==> src/rtl/led_pkg.sv <==
// Shared types and helpers for the LED blink engine: half-period type,
// per-channel mode encoding and the mode decoder.
package led_pkg;

   localparam int LED_PERIOD_W = 16;

   typedef logic [LED_PERIOD_W-1:0] period_t;

   typedef enum logic [1:0] {
      CH_OFF   = 2'd0,
      CH_SOLID = 2'd1,
      CH_BLINK = 2'd2
   } ch_mode_e;

   // Zero means dark, all-ones means steady on, anything else blinks.
   function automatic ch_mode_e decode_mode(input period_t period);
      ch_mode_e mode;
      if (period == period_t'(0)) begin
         mode = CH_OFF;
      end else if (&period) begin
         mode = CH_SOLID;
      end else begin
         mode = CH_BLINK;
      end
      return mode;
   endfunction

endpackage

==> src/rtl/led_blink_chan.sv <==
// One LED channel: captures its half-period, restarts on any change and
// toggles the LED every period_q ticks while in blink mode.
module led_blink_chan
   import led_pkg::*;
(
   input  logic    clk,
   input  logic    reset,
   input  logic    tick,
   input  period_t period,
   output logic    led
);

   localparam period_t CNT_ONE = period_t'(1);

   period_t  period_q_r;
   period_t  cnt_r;
   logic     led_r;

   period_t  cnt_nxt_s;
   logic     led_nxt_s;
   logic     restart_s;
   ch_mode_e mode_s;

   assign restart_s = (period != period_q_r);
   assign mode_s    = decode_mode(period_q_r);

   // Next counter/LED value: a restart wins over the mode behaviour and any tick.
   always_comb begin
      cnt_nxt_s = cnt_r;
      led_nxt_s = led_r;
      if (restart_s) begin
         cnt_nxt_s = period_t'(0);
         led_nxt_s = (period != period_t'(0));
      end else begin
         case (mode_s)
            CH_OFF: begin
               cnt_nxt_s = period_t'(0);
               led_nxt_s = 1'b0;
            end
            CH_SOLID: begin
               cnt_nxt_s = period_t'(0);
               led_nxt_s = 1'b1;
            end
            CH_BLINK: begin
               if (tick) begin
                  // The >= compare keeps cnt bounded even if it ever exceeds the period.
                  if (cnt_r >= (period_q_r - CNT_ONE)) begin
                     cnt_nxt_s = period_t'(0);
                     led_nxt_s = ~led_r;
                  end else begin
                     cnt_nxt_s = cnt_r + CNT_ONE;
                     led_nxt_s = led_r;
                  end
               end else begin
                  cnt_nxt_s = cnt_r;
                  led_nxt_s = led_r;
               end
            end
            default: begin
               cnt_nxt_s = period_t'(0);
               led_nxt_s = 1'b0;
            end
         endcase
      end
   end

   // Channel state registers; reset has priority over everything.
   always_ff @(posedge clk) begin
      if (reset) begin
         period_q_r <= period_t'(0);
         cnt_r      <= period_t'(0);
         led_r      <= 1'b0;
      end else begin
         period_q_r <= period;
         cnt_r      <= cnt_nxt_s;
         led_r      <= led_nxt_s;
      end
   end

   assign led = led_r;

endmodule

==> src/rtl/led_blink_engine.sv <==
// Multi-channel LED blink generator: a shared prescaler derives the tick
// time base and each channel produces an independent square wave from it.
module led_blink_engine
   import led_pkg::*;
#(
   parameter int N_CH        = 4,
   parameter int PERIOD_W    = LED_PERIOD_W,
   parameter int CLK_FREQ_HZ = 100_000_000,
   parameter int TICK_HZ     = 1000
)(
   input  logic                     clk,
   input  logic                     reset,
   input  logic [N_CH*PERIOD_W-1:0] period_i,
   output logic [N_CH-1:0]          led_o,
   output logic                     tick_o
);

   localparam int DIV   = CLK_FREQ_HZ / TICK_HZ;
   localparam int PRE_W = (DIV > 1) ? $clog2(DIV) : 1;

   localparam logic [PRE_W-1:0] PRE_LAST   = PRE_W'(DIV - 1);
   localparam logic [PRE_W-1:0] PRE_BEFORE = PRE_W'((DIV > 1) ? (DIV - 2) : 0);
   localparam logic [PRE_W-1:0] PRE_ONE    = PRE_W'(1);

   if (DIV < 2) begin : g_div_check
      $error("led_blink_engine: CLK_FREQ_HZ/TICK_HZ must be at least 2");
   end

   if (PERIOD_W != LED_PERIOD_W) begin : g_width_check
      $error("led_blink_engine: PERIOD_W must match led_pkg::LED_PERIOD_W");
   end

   logic [PRE_W-1:0] pre_cnt_r;
   logic             tick_r;

   // Prescaler: count 0..DIV-1; tick register is set one cycle early so it is high exactly at DIV-1.
   always_ff @(posedge clk) begin
      if (reset) begin
         pre_cnt_r <= '0;
         tick_r    <= 1'b0;
      end else begin
         if (pre_cnt_r == PRE_LAST) begin
            pre_cnt_r <= '0;
         end else begin
            pre_cnt_r <= pre_cnt_r + PRE_ONE;
         end
         tick_r <= (pre_cnt_r == PRE_BEFORE);
      end
   end

   assign tick_o = tick_r;

   for (genvar k = 0; k < N_CH; k++) begin : g_chan
      led_blink_chan u_chan (
         .clk    (clk),
         .reset  (reset),
         .tick   (tick_r),
         .period (period_i[k*PERIOD_W +: PERIOD_W]),
         .led    (led_o[k])
      );
   end

endmodule

==> config.mk <==
export PLATFORM = sky130hd
export DESIGN_NAME = led_blink_engine
export DESIGN_NICKNAME = d
export VERILOG_FILES = /design/src/rtl/led_pkg.sv /design/src/rtl/led_blink_chan.sv /design/src/rtl/led_blink_engine.sv
export SDC_FILE = /design/constraint.sdc
export NUM_CORES = 1
export LEC_CHECK = 0
export CAP_MARGIN = 25
export CORE_MARGIN = 4
export CORE_UTILIZATION = 55
export CTS_BUF_LIST = sky130_fd_sc_hd__clkbuf_16
export DETAILED_ROUTE_END_ITERATION = 8
export PLACE_DENSITY = 0.76
export SYNTH_ARGS = -nofsm -noshare
export SYNTH_HDL_FRONTEND = slang
export SYNTH_SLANG_ARGS = --single-unit
==> constraint.sdc <==
create_clock -name clk -period 7.3 [get_ports clk]
set_input_delay 1.46 -clock clk [delete_from_list [all_inputs] [get_ports clk]]
set_output_delay 1.46 -clock clk [all_outputs]
set_load 0.02 [all_outputs]
==> qor.txt, run 1 <==
Cts repair resizes = 0
Period minus WS final = 3.81 ns
Area occupied by multi-input gates = 5890 µm²
Synthesized area = 9170 µm²
Die Y = 137 µm
Drt pass-1 iters = 5
Clk buf depth = 2
RePlAce Congestion = 0.829
Wire length per cell = 14.7 µm
Core area = 16100 µm²
Routed wire length = 19.5 mm
Net count reported at finish = 1249
Setup bufs post-CTS = 0
Crit path required time = 7.57 ns
Post-synth EDFFs = 0
Clock-pin slew on the worst setup and hold paths = 0.06 ns
# IOs = 71
Placed insts = 1302
Max incr delay on CP = 0.64 ns
Setup Viol. Count Final = 0
Design Power = 2.01 mW
Warning count from the yosys run = 0
Antenna Diode Count = 0
Final worst path period share = 52.2%
Slew margin rel. = 46.4%
Clock root cell = clkbuf_16
Total Routing Usage GR = 21.8%
Post-route ant nets = 0
Setup TNS Final = 0 ns
Post-Syn Instances = 1050
Clock skew = 0.00931 ns
Area Overhead vs Synth = 15.3%
Peak supply drop = 0.177 mV
Least-Margin Pin Slew = 0.804 ns
Die Wd = 137 µm
Highest clock rate = 262 MHz
Initial Util = 56.9%
Post-route DRC violation count = 0
Placed cell areas = 9960 µm²
CTS buffer count = 17
Final hold vios = 0
CP max-delay cell = o21ai_1
Vias per inst = 5.59
Ys async rst share = 0%
FILL cells = 1344
Crit end category = flop
Final instance area = 10600 µm²
Vias in the first global route = 7313
Maxcap violations = 0
Detailed-route via count = 7449
PD cells = 190 nW/µm²
1st-iter DRT viols = 404
Num rows = 46
Buffers added on ports = 70
Leakage = 3.83 nW
Pin count of the biggest net entering global routing = 78
WP data arrival = 4.08 ns
H-tree levels = 4
Max-slew violations = 0
CP Max Fanout = 11
Fraction of final layout cells sized beyond drive strength 1 = 4.30%
Outcome = complete, no violations
First-pass GRT wire length = 33.7 mm
Sinks on the clock net = 150
Final worst setup slack = 3.49 ns
Initial antenna violation count = 0
Worst hold-check path type = reg -> reg
Die area = 18800 µm²
Sequential share of the synthesized area = 32.8%
Register bit total from synthesis = 150
Storage cell area = 3000 µm²
Dpl hpwl = 14.6 mm
Final core occ = 65.6%
Place WS = 3.36 ns
Crit path cell chain = nor3_1 -> and3_1 -> nand2b_1 -> nand2b_1 -> nor4_1 -> xnor2_1 -> ha_1 -> nand4_1 -> nor4_1 -> a31oi_1 -> and2_1 -> o21ai_1 -> nor2_1
Synth Area per Inst = 8.73 µm²
Worst Setup Start Kind = flop
Finished Layout Cells = 1333
Yosys cell types = 61
Hold Slack = 0.495 ns
Hold buffers post-CTS = 0
CP Class = reg -> reg
CTS tree = done
Grt ovf = 0
Main flop type after synthesis = dfxtp_1
Synthesized net count = 1194
Worst-Skew Late Latency = 0.42 ns
RSZ-0062 raised after global routing = no
-- area by class of cell --
| cell class | instances | area share (%) |
|---|---|---|
| clock inverters | 14 | 1.74 |
| well taps | 216 | 2.56 |
| multi-input cells | 841 | 55.7 |
| flip-flops and latches | 150 | 28.4 |
| repair buffers | 73 | 6.79 |
| inverters | 22 | 0.781 |
| clock buffers | 17 | 4.02 |
-- worst max-delay path: cells and delay by family (launching register included) --
family                     cells  cell delay, ns
AOI/OAI and AO/OA              2            0.84
DFF                            1            0.38
adders and majority gates      1            0.31
and+or+nand+nor                9            1.98
xor gates and xnor gates       1            0.13
-- sequential cells by signal (all words and copies together), names as in the netlist --
name                      flops
g_chan.u_chan.cnt_r          64
g_chan.u_chan.period_q_r     64
pre_cnt_r                    17
g_chan.u_chan.led             4
tick_o                        1
-- synth_stat cells (3+ instances only) --
library cell | n | area, µm²
o21a_1 | 9 | 67.6
xnor2_1 | 109 | 955
or3_1 | 4 | 25.0
or4_1 | 7 | 52.6
o211ai_1 | 6 | 45.0
clkbuf_1 | 23 | 86.3
a21boi_0 | 3 | 22.5
nand3_1 | 35 | 175
nand3b_1 | 6 | 45.0
nand2_1 | 59 | 221
nor3_1 | 32 | 160
o21ai_0 | 15 | 75.1
dfxtp_1 | 150 | 3000
nor2_1 | 115 | 432
ha_1 | 78 | 976
nor3b_1 | 4 | 30.0
xor2_1 | 70 | 613
buf_4 | 6 | 45.0
a31oi_1 | 4 | 25.0
a211o_1 | 3 | 26.3
and3_1 | 14 | 87.6
nand4_1 | 48 | 300
nand2b_1 | 13 | 81.3
and2_1 | 10 | 62.6
a311oi_1 | 4 | 35.0
a21oi_1 | 25 | 125
buf_2 | 4 | 20.0
and4_1 | 15 | 131
mux2i_1 | 3 | 30.0
nor4_2 | 3 | 37.5
nor4_1 | 33 | 206
a211oi_1 | 7 | 52.6
inv_1 | 22 | 82.6
nor2b_1 | 73 | 457
-- layer usage --
metal	routed length [µm]	global-route usage, %	part of all wire [%]
met4	221	5.04	1.1
met1	8860	27.0	45
met2	9560	38.3	49
met3	898	5.44	4.6
met5	0	0	0
-- report_power, final --
group | switching, mW | internal, mW
Clock | 0.340 | 0.568
Sequential | 0.0363 | 0.841
Combinational | 0.103 | 0.119
-- cells in the final DEF, fill, tap and decap left out, types with 4 or more instances in the layout --
cell type / n
nor4_1: 33
bufinv_16: 4
a31oi_1: 4
clkdlybuf4s50_1: 69
xor2_1: 70
nor3_1: 32
and2_1: 10
nand4_1: 48
or4_1: 7
a21oi_1: 25
nor3b_1: 4
clkbuf_16: 17
nand2_1: 59
a311oi_1: 4
a211oi_1: 7
nor2b_1: 73
dfxtp_1: 150
inv_1: 23
o21ai_0: 15
and3_1: 14
nand3b_1: 6
o21a_1: 9
ha_1: 78
nor2_1: 115
nand2b_1: 13
or3_1: 4
o211ai_1: 6
nand3_1: 35
and4_1: 15
xnor2_1: 109
-- cell families (layout without fill, tap and decap cells) --
group,after synthesis,count (layout),share of synthesized area [%]
multiplexers,5,5,0.573
adder cells (fa/ha/maj),78,78,10.6
AO/OA/AOI/OAI,95,95,7.11
flip-flops,150,150,32.8
buffers and inverters,59,126,3.02
AND/OR/NAND/NOR,484,484,28.8
XOR/XNOR,179,179,17.1
-- final timing paths --
kind | from | to | slack [ns] | depth (start not counted)
worst max-delay path | g_chan[3].u_chan.period_q_r[4] | g_chan[3].u_chan.cnt_r[14] | 3.49 | 13
worst min-delay path | pre_cnt_r[0] | pre_cnt_r[0] | 0.50 | 1
worst min register to register | pre_cnt_r[0] | pre_cnt_r[0] | 0.50 | 1
worst max register to register | g_chan[3].u_chan.period_q_r[4] | g_chan[3].u_chan.cnt_r[14] | 3.49 | 13
No activity file was read; power rests on OpenSTA's default activity.
==> run 2, diff against run 1 <==
--- a/config.mk
+++ b/config.mk
@@ -7,10 +7,10 @@
 export LEC_CHECK = 0
 export CAP_MARGIN = 25
 export CORE_MARGIN = 4
-export CORE_UTILIZATION = 55
+export CORE_UTILIZATION = 54
 export CTS_BUF_LIST = sky130_fd_sc_hd__clkbuf_16
 export DETAILED_ROUTE_END_ITERATION = 8
-export PLACE_DENSITY = 0.76
+export PLACE_DENSITY = 0.78
 export SYNTH_ARGS = -nofsm -noshare
 export SYNTH_HDL_FRONTEND = slang
 export SYNTH_SLANG_ARGS = --single-unit
==> constraint.sdc (replaced) <==
create_clock -name clk -period 3.1 [get_ports clk]
set_input_delay 0.62 -clock clk [delete_from_list [all_inputs] [get_ports clk]]
set_output_delay 0.62 -clock clk [all_outputs]
set_load 0.02 [all_outputs]
==> run 2 against run 1 <==
Effect of this change:
- the run now ends with negative setup slack left
- cell count is 7.1% higher
- worst setup slack worse by 3.8 ns
- global-route usage is 0.45 points lower
- highest routed layer unchanged
- non-clock buffer count is 90 higher
- hold slack worse by 0.0079 ns
- critical path depth is 3 lower
- power is 140% higher
- sequential power is 130% higher
- fmax is 13% higher
==> qor.txt, run 2 (same netlist as run 1, synthesis figures left out) <==
Outcome = finished with violations
Failing checks = negative setup slack
Detailed-route via count = 7849 (+5.4%)
Fraction of final layout cells sized beyond drive strength 1 = 16.7% (+12 points)
CP max-delay cell = or4b_4
Setup Viol. Count Final = 17 (+17)
Area Overhead vs Synth = 26.5%
Design Power = 4.72 mW (+140%)
CP Max Fanout = 4 (-7)
Vias per inst = 5.50 (-1.6%)
Core area = 16600 µm² (+2.9%)
Highest clock rate = 298 MHz (+13%)
CP Class = reg -> reg
Routed wire length = 21.2 mm (+8.3%)
Peak supply drop = 0.426 mV (+140%)
Final worst path period share = 108% (+56 points)
Top flop regs = g_chan.u_chan.cnt_r (64), g_chan.u_chan.period_q_r (64), pre_cnt_r (17)
Critical Path Start = g_chan[2].u_chan.period_q_r[6]
Hold path start = pre_cnt_r[0]
Vias in the first global route = 7721 (+5.6%)
Critical R2R Launch = g_chan[2].u_chan.period_q_r[6]
Clock root cell = clkbuf_16
Clock skew = 0.00710 ns (-0.00221 ns)
Antenna Diode Count = 0 (unchanged)
Wire length per cell = 14.8 µm (+1.2%)
Slew margin rel. = 48.3% (+1.9 points)
Max incr delay on CP = 0.52 ns (-0.12 ns)
Drt pass-1 iters = 4 (-1)
Finished Layout Cells = 1427 (+7.1%)
Most used cell, CP = or4_4
CTS tree = done
Die Wd = 138 µm (+0.87%)
Placed insts = 1384 (+6.3%)
RSZ-0062 raised after global routing = yes
Hold Slack = 0.487 ns (-0.00790 ns)
Max-slew violations = 0 (unchanged)
CTS buffer count = 17 (unchanged)
Final worst setup slack = -0.260 ns (-3.75 ns)
PD cells = 407 nW/µm² (+110%)
Initial Util = 55.3% (-1.6 points)
Clk buf depth = 2 (unchanged)
Post-route DRC violation count = 0 (unchanged)
Pin count of the biggest net entering global routing = 41 (-47%)
First-pass GRT wire length = 35.1 mm (+4.2%)
Worst Setup Start Kind = flop
Worst Setup EP = g_chan[2].u_chan.led
Crit path cell chain = nor4_4 -> or4b_4 -> or4_4 -> xor2_1 -> ha_1 -> nand4_1 -> or4_4 -> o211a_4 -> o211ai_1 -> mux2_2
FILL cells = 1293 (-3.8%)
Hold buffers post-CTS = 0 (unchanged)
Dpl hpwl = 15.3 mm (+4.8%)
RePlAce Congestion = 0.865 (+4.4%)
Most common cell after layout, fill and taps aside = dfxtp_1
Die Y = 138 µm (+0.87%)
Sinks on the clock net = 150 (unchanged)
# IOs = 71 (unchanged)
Worst-Skew Late Latency = 0.42 ns (about the same)
Period minus WS final = 3.36 ns (-0.450 ns)
Post-route ant nets = 0 (unchanged)
Num rows = 47 (+2.2%)
H-tree levels = 4 (unchanged)
Least-Margin Pin Slew = 0.775 ns (-0.0285 ns)
CP Depth = 10 (-3)
Clock-pin slew on the worst setup and hold paths = 0.06 ns (about the same)
Grt ovf = 0 (unchanged)
Worst r2r path cells = 10 (-3)
Crit end category = flop
Net count reported at finish = 1339 (+7.2%)
R2R setup slack = -0.26 ns (-3.75 ns)
Commonest non-fill, non-tap cells in the layout = dfxtp_1, xnor2_1, nor2_1
Number of buffers and inverters on the critical path = 0 (unchanged)
Final hold vios = 0 (unchanged)
Leakage = 4.38 nW (+14%)
Die area = 19100 µm² (+1.7%)
Initial antenna violation count = 0 (unchanged)
Crit-path leading delay family = simple AND/OR/NAND/NOR gates
1st-iter DRT viols = 395 (-2.2%)
RR Endpoint = g_chan[2].u_chan.led
Buffers added on ports = 70 (unchanged)
Worst hold-check path type = reg -> reg
Crit path required time = 3.41 ns (-4.16 ns)
WP data arrival = 3.67 ns (-0.41 ns)
Maxcap violations = 0 (unchanged)
Total Routing Usage GR = 21.4% (-0.45 points)
## run 2: worst min-delay path by stage
stage,endpoint,cells after the start
4_1_cts,pre_cnt_r[0],1
2_1_floorplan,pre_cnt_r[0],1
6_report,pre_cnt_r[0],1
5_1_grt,pre_cnt_r[0],1
3_3_place_gp,pre_cnt_r[0],1
3_5_place_dp,pre_cnt_r[0],1
## run 2: metrics by stage
step | util (%) | cell area (µm²) | setup TNS [ns] | worst slack, ns
floorplan | - | 9220 | -0.727 | -0.218
global placement | 64.1 | 10600 | -0.325 | -0.168
detailed placement | 64.1 | 10600 | -2.30 | -0.266
CTS | 68.2 | 11300 | -2.99 | -0.253
global route | 69.9 | 11600 | -8.41 | -0.402
finish | 69.9 | 11600 | -3.67 | -0.260
## run 2: power breakdown
group	switching (mW)	leakage, nW	internal [mW]
logic	0.327	2.86	0.376
registers	0.0538	1.23	1.98
clock network	0.814	0.285	1.17
total	1.19	4.38	3.53
## run 2: cell type report
cell class	count	area [µm²]	area share, %
sequential	150	3010	26.0
inverter	22	82.6	0.712
timing repair buffer	163	1460	12.6
multi-input combinational	841	6210	53.5
clock inverter	14	139	1.20
clock buffer	17	425	3.67
tap	220	275	2.37
## run 2: metal layers
layer	track usage, %	wire length, µm
met2	37.1	10700
met4	6.40	350
met3	4.77	742
met1	26.6	9370
met5	0	0
## run 2: repair_timing
action / in CTS / in global routing
gates resized for setup: 17 / 51
pin swaps: 10 / 17
setup endpoints to repair: 49 / 68
buffers inserted: 6 / 5
gates cloned: 0 / 1
